**config.mk**
```make
export PLATFORM = sky130hd
export DESIGN_NAME = phaethon_cpu_flat
export DESIGN_NICKNAME = d
export VERILOG_FILES = /design/src/rtl/phaethon_cpu_if.sv /design/src/rtl/phaethon_cpu.sv /design/src/flat_wrapper.sv
export SDC_FILE = /design/constraint.sdc
export NUM_CORES = 2
export LEC_CHECK = 0
export BUFFER_PORTS_ARGS = -buffer_cell sky130_fd_sc_hd__buf_2
export CAP_MARGIN = 20
export CORE_UTILIZATION = 35
export CTS_CLUSTER_DIAMETER = 100
export DETAILED_ROUTE_END_ITERATION = 16
export MAX_ROUTING_LAYER = met4
export PLACE_DENSITY = 0.59
export SYNTH_ARGS = -nofsm -noshare
export SYNTH_HDL_FRONTEND = slang
export SYNTH_SLANG_ARGS = --single-unit
```
**constraint.sdc**
```tcl
create_clock -name clk -period 39.7 [get_ports clk]
set_input_delay 3.97 -clock clk [delete_from_list [all_inputs] [get_ports clk]]
set_output_delay 3.97 -clock clk [all_outputs]
set_load 0.005 [all_outputs]
```
**src/rtl/phaethon_cpu_if.sv**
```systemverilog
// Phaethon CPU bus bundle: RAM port, UART handshakes and debug taps.
// Signal names follow the core's external pin names.
interface phaethon_cpu_if;
    logic [31:0] ramIn;
    logic [31:0] ramAddress;
    logic [31:0] ramOut;
    logic        readReq;
    logic        writeReq;
    logic        uartReadReq;
    logic        uartReadAck;
    logic [7:0]  uartReadData;
    logic        uartWriteReq;
    logic [7:0]  uartWriteData;
    logic        uartWriteReady;
    logic [31:0] debug;
    logic [31:0] debug2;
    logic [8:0]  debug3;

    modport master (
        input  ramIn, uartReadAck, uartReadData, uartWriteReady,
        output ramAddress, ramOut, readReq, writeReq, uartReadReq,
               uartWriteReq, uartWriteData, debug, debug2, debug3
    );

    modport slave (
        output ramIn, uartReadAck, uartReadData, uartWriteReady,
        input  ramAddress, ramOut, readReq, writeReq, uartReadReq,
               uartWriteReq, uartWriteData, debug, debug2, debug3
    );
endinterface

```
**src/rtl/phaethon_cpu.sv**
```systemverilog
// Phaethon multi-cycle 32-bit CPU core.
//
// state      | meaning
// -----------+-----------------------------------------------------------
// IDLE       | one dead cycle after reset
// FETCH      | read strobe for instruction word at PC
// DECODE     | capture instruction fields from RAM data
// IMM_REQ    | read strobe for imm32 word at PC+4
// IMM_LAT    | capture imm32
// EXEC       | ALU / branch / dispatch to multi-cycle ops
// MEM_REQ    | LD: read strobe at rB
// MEM_WB     | LD: write RAM data to rA
// MEM_WR     | ST: one-cycle write strobe
// URD        | UARTRD: request held until ack is sampled
// UWR        | UARTWR: wait for sender ready
// UWR_SEND   | UARTWR: single send strobe
// HALTED     | terminal, only reset leaves
module phaethon_cpu #(
    parameter logic [31:0] RESET_PC = 32'h0
) (
    input  logic clk,
    input  logic reset,
    phaethon_cpu_if.master bus
);
    typedef enum logic [3:0] {
        S_IDLE, S_FETCH, S_DECODE, S_IMM_REQ, S_IMM_LAT, S_EXEC, S_MEM_REQ,
        S_MEM_WB, S_MEM_WR, S_URD, S_UWR, S_UWR_SEND, S_HALTED
    } state_t;

    localparam logic [7:0] OP_MOVI  = 8'h01;
    localparam logic [7:0] OP_MOV   = 8'h02;
    localparam logic [7:0] OP_ADD   = 8'h03;
    localparam logic [7:0] OP_SUB   = 8'h04;
    localparam logic [7:0] OP_AND   = 8'h05;
    localparam logic [7:0] OP_OR    = 8'h06;
    localparam logic [7:0] OP_XOR   = 8'h07;
    localparam logic [7:0] OP_SHL   = 8'h08;
    localparam logic [7:0] OP_SHR   = 8'h09;
    localparam logic [7:0] OP_LD    = 8'h0A;
    localparam logic [7:0] OP_ST    = 8'h0B;
    localparam logic [7:0] OP_JMP   = 8'h0C;
    localparam logic [7:0] OP_JZ    = 8'h0D;
    localparam logic [7:0] OP_JNZ   = 8'h0E;
    localparam logic [7:0] OP_URD   = 8'h0F;
    localparam logic [7:0] OP_UWR   = 8'h10;
    localparam logic [7:0] OP_ADDI  = 8'h11;
    localparam logic [7:0] OP_CMPLT = 8'h12;
    localparam logic [7:0] OP_HALT  = 8'hFF;

    state_t      state, state_next;
    logic [31:0] pc, pc_next;
    logic [31:0] imm, imm_next;
    // only the decoded instruction fields are kept; bits [23:20] and [15:12] are don't-care
    logic [7:0]  op_r, op_next;
    logic [3:0]  ra_r, ra_next;
    logic [3:0]  rb_r, rb_next;
    logic [7:0]  imm8_r, imm8_next;
    logic [31:0] regs [16];
    logic        wr_en;
    logic [31:0] wr_data;
    logic [31:0] va, vb;

    assign va = regs[ra_r];
    assign vb = regs[rb_r];

    function automatic logic has_imm32(input logic [7:0] op);
        return (op == OP_MOVI) || (op == OP_JMP) || (op == OP_JZ) || (op == OP_JNZ);
    endfunction

    // state and architectural registers
    always_ff @(posedge clk or posedge reset) begin
        if (reset) begin
            state  <= S_IDLE;
            pc     <= RESET_PC;
            imm    <= '0;
            op_r   <= '0;
            ra_r   <= '0;
            rb_r   <= '0;
            imm8_r <= '0;
        end else begin
            state  <= state_next;
            pc     <= pc_next;
            imm    <= imm_next;
            op_r   <= op_next;
            ra_r   <= ra_next;
            rb_r   <= rb_next;
            imm8_r <= imm8_next;
        end
    end

    // register file; the only write port targets rA
    always_ff @(posedge clk or posedge reset) begin
        if (reset) begin
            for (int i = 0; i < 16; i++) regs[i] <= '0;
        end else if (wr_en) begin
            regs[ra_r] <= wr_data;
        end
    end

    // next state, next PC and register write-back
    always_comb begin
        state_next = state;
        pc_next    = pc;
        imm_next   = imm;
        op_next    = op_r;
        ra_next    = ra_r;
        rb_next    = rb_r;
        imm8_next  = imm8_r;
        wr_en      = 1'b0;
        wr_data    = '0;
        case (state)
            S_IDLE:    state_next = S_FETCH;
            S_FETCH:   state_next = S_DECODE;
            S_DECODE: begin
                op_next    = bus.ramIn[7:0];
                ra_next    = bus.ramIn[11:8];
                rb_next    = bus.ramIn[19:16];
                imm8_next  = bus.ramIn[31:24];
                state_next = has_imm32(bus.ramIn[7:0]) ? S_IMM_REQ : S_EXEC;
            end
            S_IMM_REQ: state_next = S_IMM_LAT;
            S_IMM_LAT: begin
                imm_next   = bus.ramIn;
                state_next = S_EXEC;
            end
            S_EXEC: begin
                state_next = S_FETCH;
                pc_next    = pc + 32'd4;
                case (op_r)
                    OP_MOVI:  begin wr_en = 1'b1; wr_data = imm; pc_next = pc + 32'd8; end
                    OP_MOV:   begin wr_en = 1'b1; wr_data = vb; end
                    OP_ADD:   begin wr_en = 1'b1; wr_data = va + vb; end
                    OP_SUB:   begin wr_en = 1'b1; wr_data = va - vb; end
                    OP_AND:   begin wr_en = 1'b1; wr_data = va & vb; end
                    OP_OR:    begin wr_en = 1'b1; wr_data = va | vb; end
                    OP_XOR:   begin wr_en = 1'b1; wr_data = va ^ vb; end
                    OP_SHL:   begin wr_en = 1'b1; wr_data = va << vb[4:0]; end
                    OP_SHR:   begin wr_en = 1'b1; wr_data = va >> vb[4:0]; end
                    OP_ADDI:  begin wr_en = 1'b1; wr_data = va + {{24{imm8_r[7]}}, imm8_r}; end
                    OP_CMPLT: begin wr_en = 1'b1; wr_data = {31'b0, va < vb}; end
                    OP_JMP:   pc_next = imm;
                    OP_JZ:    pc_next = (va == 32'd0) ? imm : pc + 32'd8;
                    OP_JNZ:   pc_next = (va != 32'd0) ? imm : pc + 32'd8;
                    OP_LD:    begin pc_next = pc; state_next = S_MEM_REQ; end
                    OP_ST:    begin pc_next = pc; state_next = S_MEM_WR; end
                    OP_URD:   begin pc_next = pc; state_next = S_URD; end
                    OP_UWR:   begin pc_next = pc; state_next = S_UWR; end
                    OP_HALT:  begin pc_next = pc; state_next = S_HALTED; end
                    default:  ;
                endcase
            end
            S_MEM_REQ: state_next = S_MEM_WB;
            S_MEM_WB: begin
                wr_en      = 1'b1;
                wr_data    = bus.ramIn;
                pc_next    = pc + 32'd4;
                state_next = S_FETCH;
            end
            S_MEM_WR: begin
                pc_next    = pc + 32'd4;
                state_next = S_FETCH;
            end
            S_URD: begin
                if (bus.uartReadAck) begin
                    wr_en      = 1'b1;
                    wr_data    = {24'h0, bus.uartReadData};
                    pc_next    = pc + 32'd4;
                    state_next = S_FETCH;
                end
            end
            S_UWR: begin
                if (bus.uartWriteReady) state_next = S_UWR_SEND;
            end
            S_UWR_SEND: begin
                pc_next    = pc + 32'd4;
                state_next = S_FETCH;
            end
            S_HALTED: state_next = S_HALTED;
            default:  state_next = S_IDLE;
        endcase
    end

    // Moore output decode from registered state only
    always_comb begin
        bus.readReq       = 1'b0;
        bus.writeReq      = 1'b0;
        bus.ramAddress    = '0;
        bus.ramOut        = '0;
        bus.uartReadReq   = 1'b0;
        bus.uartWriteReq  = 1'b0;
        bus.uartWriteData = '0;
        case (state)
            S_FETCH:    begin bus.readReq = 1'b1; bus.ramAddress = pc; end
            S_IMM_REQ:  begin bus.readReq = 1'b1; bus.ramAddress = pc + 32'd4; end
            S_MEM_REQ:  begin bus.readReq = 1'b1; bus.ramAddress = vb; end
            S_MEM_WR:   begin bus.writeReq = 1'b1; bus.ramAddress = vb; bus.ramOut = va; end
            S_URD:      bus.uartReadReq = 1'b1;
            S_UWR_SEND: begin bus.uartWriteReq = 1'b1; bus.uartWriteData = va[7:0]; end
            default:    ;
        endcase
    end

    assign bus.debug  = pc;
    assign bus.debug2 = regs[1];
    assign bus.debug3 = {state == S_HALTED, op_r};
endmodule

```
**src/flat_wrapper.sv**
```systemverilog
// flat-port wrapper written by rule: the top's interface ports become plain ports
module phaethon_cpu_flat 
#(
    parameter logic [31:0] RESET_PC = 32'h0
)
  (clk, reset, bus_ramIn, bus_uartReadAck, bus_uartReadData, bus_uartWriteReady, bus_ramAddress, bus_ramOut, bus_readReq, bus_writeReq, bus_uartReadReq, bus_uartWriteReq, bus_uartWriteData, bus_debug, bus_debug2, bus_debug3);
  phaethon_cpu_if bus_i ();
  input  logic clk;
  input  logic reset;
  input wire logic [$bits(bus_i.ramIn)-1:0] bus_ramIn;
  input wire logic [$bits(bus_i.uartReadAck)-1:0] bus_uartReadAck;
  input wire logic [$bits(bus_i.uartReadData)-1:0] bus_uartReadData;
  input wire logic [$bits(bus_i.uartWriteReady)-1:0] bus_uartWriteReady;
  output wire logic [$bits(bus_i.ramAddress)-1:0] bus_ramAddress;
  output wire logic [$bits(bus_i.ramOut)-1:0] bus_ramOut;
  output wire logic [$bits(bus_i.readReq)-1:0] bus_readReq;
  output wire logic [$bits(bus_i.writeReq)-1:0] bus_writeReq;
  output wire logic [$bits(bus_i.uartReadReq)-1:0] bus_uartReadReq;
  output wire logic [$bits(bus_i.uartWriteReq)-1:0] bus_uartWriteReq;
  output wire logic [$bits(bus_i.uartWriteData)-1:0] bus_uartWriteData;
  output wire logic [$bits(bus_i.debug)-1:0] bus_debug;
  output wire logic [$bits(bus_i.debug2)-1:0] bus_debug2;
  output wire logic [$bits(bus_i.debug3)-1:0] bus_debug3;
  assign bus_i.ramIn = bus_ramIn;
  assign bus_i.uartReadAck = bus_uartReadAck;
  assign bus_i.uartReadData = bus_uartReadData;
  assign bus_i.uartWriteReady = bus_uartWriteReady;
  assign bus_ramAddress = bus_i.ramAddress;
  assign bus_ramOut = bus_i.ramOut;
  assign bus_readReq = bus_i.readReq;
  assign bus_writeReq = bus_i.writeReq;
  assign bus_uartReadReq = bus_i.uartReadReq;
  assign bus_uartWriteReq = bus_i.uartWriteReq;
  assign bus_uartWriteData = bus_i.uartWriteData;
  assign bus_debug = bus_i.debug;
  assign bus_debug2 = bus_i.debug2;
  assign bus_debug3 = bus_i.debug3;
  phaethon_cpu #(.RESET_PC(RESET_PC)) u_core (.clk(clk), .reset(reset), .bus(bus_i));
endmodule
```
# Yosys cells after proc, flatten, opt, wreduce, memory -nomap -nowiden
# Index checks and enable logic that the tools add are counted.
[word_totals]
regBits = 604
latchBits = 0
ramBits = 0
romBits = 0
in_bits = 44
output_inout_bits = 149
elab_cells = 125
memories = 0
[op_classes]
addsub = 5
mul = 0
div_mod_pow = 0
magnitude_cmp = 4
eq_ne = 38
shift = 2
mux = 32
n_bitwise = 5
n_reduce_logical = 16
[op_table]
columns = ["op", "n"]
rows = [
  ["$bwmux W512", 1],
  ["$pmux W32 S11", 1],
  ["$mux W32", 9],
  ["$pmux W32 S3", 3],
  ["$bmux W32 S4", 2],
  ["$pmux W32 S5", 1],
  ["$demux W32 S4", 1],
  ["$eq A8 B4 Y1 const B", 11],
  ["$add A32 B32 Y32", 2],
  ["$pmux W4 S10", 1],
  ["$add A32 B3 Y32 const B", 1],
  ["$add A32 B4 Y32 const B", 1],
  ["$and A32 B32 Y32", 1],
  ["$eq A8 B3 Y1 const B", 4],
  ["$logic_not A32 Y1", 1],
  ["$lt A32 B32 Y1", 1],
  ["$or A32 B32 Y32", 1],
  ["$reduce_bool A32 Y1", 1],
  ["$shl A32 B5 Y32", 1],
  ["$shr A32 B5 Y32", 1],
  ["$sub A32 B32 Y32", 1],
  ["$xor A32 B32 Y32", 1],
  ["$eq A8 B5 Y1 const B", 3],
  ["$eq A4 B4 Y1 const B", 5],
  ["other kinds (27)", 47],
]

# Longest topological paths before layout
[depth]
ltp_word = 8
mapped_depth = 24
mapped_depth_nobuf = 17

# Worst setup path after synthesis
# Ideal clock, no wire load.
[synth_path]
path_kind = "reg2out"
from = "register u_core.rb_r[0]"
to = "output bus_ramAddress[11]"
arrival_ns = 2.937
required_time_ns = 35.730
path_slack_ns = 32.793
stages_incl_launch_ff = 10
n_path_buf = 6
path_cell_list = "dfrtp_1 > buf_4 > buf_6 > buf_6 > buf_4 > buf_2 > buf_4 > mux4_2 > mux4_2 > a221o_1"
[synth_between]
elab_chain_cells = 5
[synth_lines]
columns = ["element", "line_no", "rtl"]
rows = [
  ["start, declared", "phaethon_cpu.sv:56", "logic [3:0] rb_r, rb_next;"],
  ["start signal, assigned", "phaethon_cpu.sv:86", "rb_r <= rb_next;"],
  ["$not A4 Y5 (implied by the code)", "phaethon_cpu.sv:64", "assign vb = regs[rb_r];"],
  ["$bmux W32 S4", "phaethon_cpu.sv:64", ""],
  ["$mux W32 (implied by the code) (2 in a row)", "phaethon_cpu.sv:64", ""],
  ["$pmux W32 S3", "phaethon_cpu.sv:192", "case (state)"],
  ["end, declared", "flat_wrapper.sv:14", "output wire logic [$bits(bus_i.ramAddress)-1:0] bus_ramAddress;"],
]
# No other way between the ends. The select of a mux whose other input is x is not followed.

# Worst setup path after layout
[layout_path]
from = "register u_core.rb_r[1]"
to = "output bus_ramAddress[31]"
# Same word-level chain as after synthesis.

==> results_dict.tcl <==
set metrics [dict create \
    outcome "complete, no violations" \
    synth_top_family_by_area "multiplexers" \
    synth_enable_flop_cells 0 \
    synthAdderAreaFrac_pct 3.89 \
    fin_cells 5941 \
    coreArea_um2 122000 \
    ys.flop_type "dfrtp_1" \
    cts_buffers 69 \
    synth.yosys.seq_area_share_pct 35.0 \
    timing.rr.end "u_core.regs[128]" \
    max_freq_ghz 0.115 \
    dpl-instance-area_um2 45300 \
    holdWs_ns 0.494 \
    setup_tns_ns 0 \
    clock_path_buffers 3 \
    min_path_type "reg2reg" \
    start_kind "flip-flop" \
    start_util_pct 35.4 \
    rsz0062_at_grt "false" \
    async_reset_ff_share_pct 100 \
    cp_num_cells 8 \
    path_buf_inv 3 \
    worst_slew_pin_slew_ns 1.10 \
    required_ns 35.73 \
    synthXorXnorAreaFrac_pct 1.99 \
    ioPinCount 193 \
    grt_start_max_net_pins 164 \
    cts.clk_slew.worst_paths_ns 0.06 \
    worst-r2r-setup-slack_ns 31.46 \
    port_buffers 192 \
    power.total_mw 2.45 \
    post-route-period-util_pct 21.8 \
    drc 0 \
    yosys.area_share.simple_pct 11.6 \
    die_area_um2 125000 \
    regToRegStartpoint "u_core.ra_r[0]" \
    yosys.area.top_type "dfrtp_1" \
    setup_viol 0 \
    pre_cts_ws_ns 31.66 \
    final_antenna_net_count 0 \
    rows 128 \
    yosysWarnings 0 \
    postCtsHoldBufs 0 \
    fin_skew_ns 0.0248 \
    crit_arrival_ns 4.70 \
    wl_per_cell_um 31.6 \
    netlist_area_um2 43200 \
    criticalPathCategory "reg2out" \
    critPathSlowestCell "mux2i_1" \
    ys_ff_latch 604 \
    cts.sinks 604 \
    postCtsSetupBuffers 0 \
    drv_cap 0 \
    synth.top_cell.area_share_pct 35.0 \
    fin_crit_ns 8.67 \
    antenna_found_initial 7 \
    grt_use_total_pct 30.3 \
    fin_nets 4438 \
    synthMuxAreaShare_pct 24.3 \
    worst_r2r_path_depth 15 \
    layout_setup_ws_ns 31.03 \
    cp-end-kind "primary output" \
    cts_resized 0 \
    syn2layout_area_growth_pct 10.4 \
    vias_per_cell 6.39 \
    crit_path_end "bus_ramAddress[31]" \
    cellLeakagePower_nw 20.4 \
    place_inst 5812 \
    cts_tree "yes" \
    die_y_um 353 \
    hold_viol 0 \
    grt_pass1_vias 36200 \
    clock_latency_ns 0.66 \
    drive_gt1_share_pct 23.9 \
    synth_area_leaders "dfrtp_1, mux4_2, mux2_2" \
    fillers 12100 \
    final_area_um2 47700 \
    h-tree-depth 3 \
    drt-initial-drc-count 4760 \
    crit_family "buffers and inverters" \
    power_density_nw_per_um2 51.3 \
    grt_pass1_wl_um 270000 \
    wl_um 188000 \
    startpoint "u_core.rb_r[1]" \
    syn-num-nets 4453 \
    synth_compound_area_share_pct 17.6 \
    gp_congestion 1.05 \
    die_x_um 353 \
    syn_inst 4276 \
    final_common_cell "dfrtp_1" \
    final-max-slew-violation-count 0 \
    dp_hpwl_um 133000 \
    final_core_util_pct 39.0 \
    ir_drop_uv 42.5 \
    avgSynthCellArea_um2 10.1 \
    slew_headroom_pct 25.8 \
    first_pass_iters 8 \
    most-common-layout-cells "dfrtp_1, nand2_1, o21ai_0, mux2_2, mux4_2" \
    gr-total-overflow 0 \
    crit_fanout 57 \
    clockRootBuffer "clkbuf_16" \
    via_count 38000 \
    cp_slowest_stage_delay_ns 0.83 \
    crit_path_cell_trace "buf_4, buf_4, mux4_2, mux2i_1, mux2i_1, a22oi_1, o21ai_0, buf_2" \
    synthDistinctLibCells 100 \
]
-- cell type report --
cell class,count,area [µm²],share of cell area [%]
Inverter,114,438,0.918
Tap cell,1625,2030,4.26
Sequential cell,604,15100,31.7
Clock buffer,91,1920,4.02
Antenna cell,4,10.0,0.0210
Clock inverter,31,435,0.913
Multi-Input combinational cell,3158,25800,54.1
Timing Repair Buffer,314,1940,4.06
-- tightest hold or removal path: cells and delay by family, from the launching register on --
kind | cells | cell delay, ns
flops | 1 | 0.35
simple gates | 1 | 0.05
compound gates | 1 | 0.06
-- synthesized netlist by cell type (11+ instances only) --
cell	instances
ha_1	131
a21o_1	24
o211ai_1	26
a221o_1	14
inv_1	109
a221oi_1	60
and2_1	25
a22oi_1	98
nand4_1	25
nor2_1	228
o221ai_1	13
mux2i_1	61
nand3_1	66
buf_6	13
a211oi_1	38
nor2b_1	24
o21bai_1	14
xnor2_1	55
or3_1	15
dfrtp_1	604
buf_2	56
buf_1	19
a21oi_1	216
o21ai_1	42
a311oi_1	25
nand2_1	574
mux2_2	286
o21ai_0	337
o31ai_1	92
a211o_1	11
a31oi_1	22
nand2b_1	23
xor2_1	43
mux4_2	237
nor4_1	17
nor3b_1	12
mux4_1	49
clkbuf_1	249
and3_1	29
o22ai_1	32
buf_4	50
a22o_1	14
nor3_1	34
-- cell families after synthesis --
group / Yosys count
adders and majority gates: 133
DFF: 604
AOI/OAI and AO/OA: 1173
muxes: 635
and+or+nand+nor: 1119
xor gates and xnor gates: 98
buffers and inverters: 514
-- worst min path at each step --
stage                     startpoint               end  cells after the start
finish               u_core.regs[10]   u_core.regs[10]                      2
global route        u_core.regs[423]  u_core.regs[423]                      2
CTS                 u_core.regs[179]  u_core.regs[179]                      2
detailed placement  u_core.regs[179]  u_core.regs[179]                      2
global placement    u_core.regs[350]  u_core.regs[350]                      2
floorplan           u_core.regs[190]  u_core.regs[190]                      2
-- flip-flops by register name, indices dropped and copies added, names as in the netlist --
name / count
u_core.rb_r: 4
u_core.ra_r: 4
u_core.bus.debug: 32
u_core.state: 4
u_core.regs: 480
u_core.bus.debug2: 32
u_core.imm8_r: 8
u_core.op_r: 8
u_core.imm: 32
-- layer usage --
metal  track usage, %  share of wire [%]  routed length [µm]  vias to the layer above
li1                 -                  -                   -                    16000
met1             40.1                 42               78600                    19400
met2             44.7                 44               82700                     2068
met3             6.97                9.5               17800                      444
met4             12.3                4.8                8950                        0
met5                -                  0                   0                        -
-- power by group --
part	switching [mW]	internal, mW
clock	0.282	0.396
sequential	0.122	0.669
combinational	0.629	0.347
total	1.03	1.41
Power figures use the tool's default switching activity.
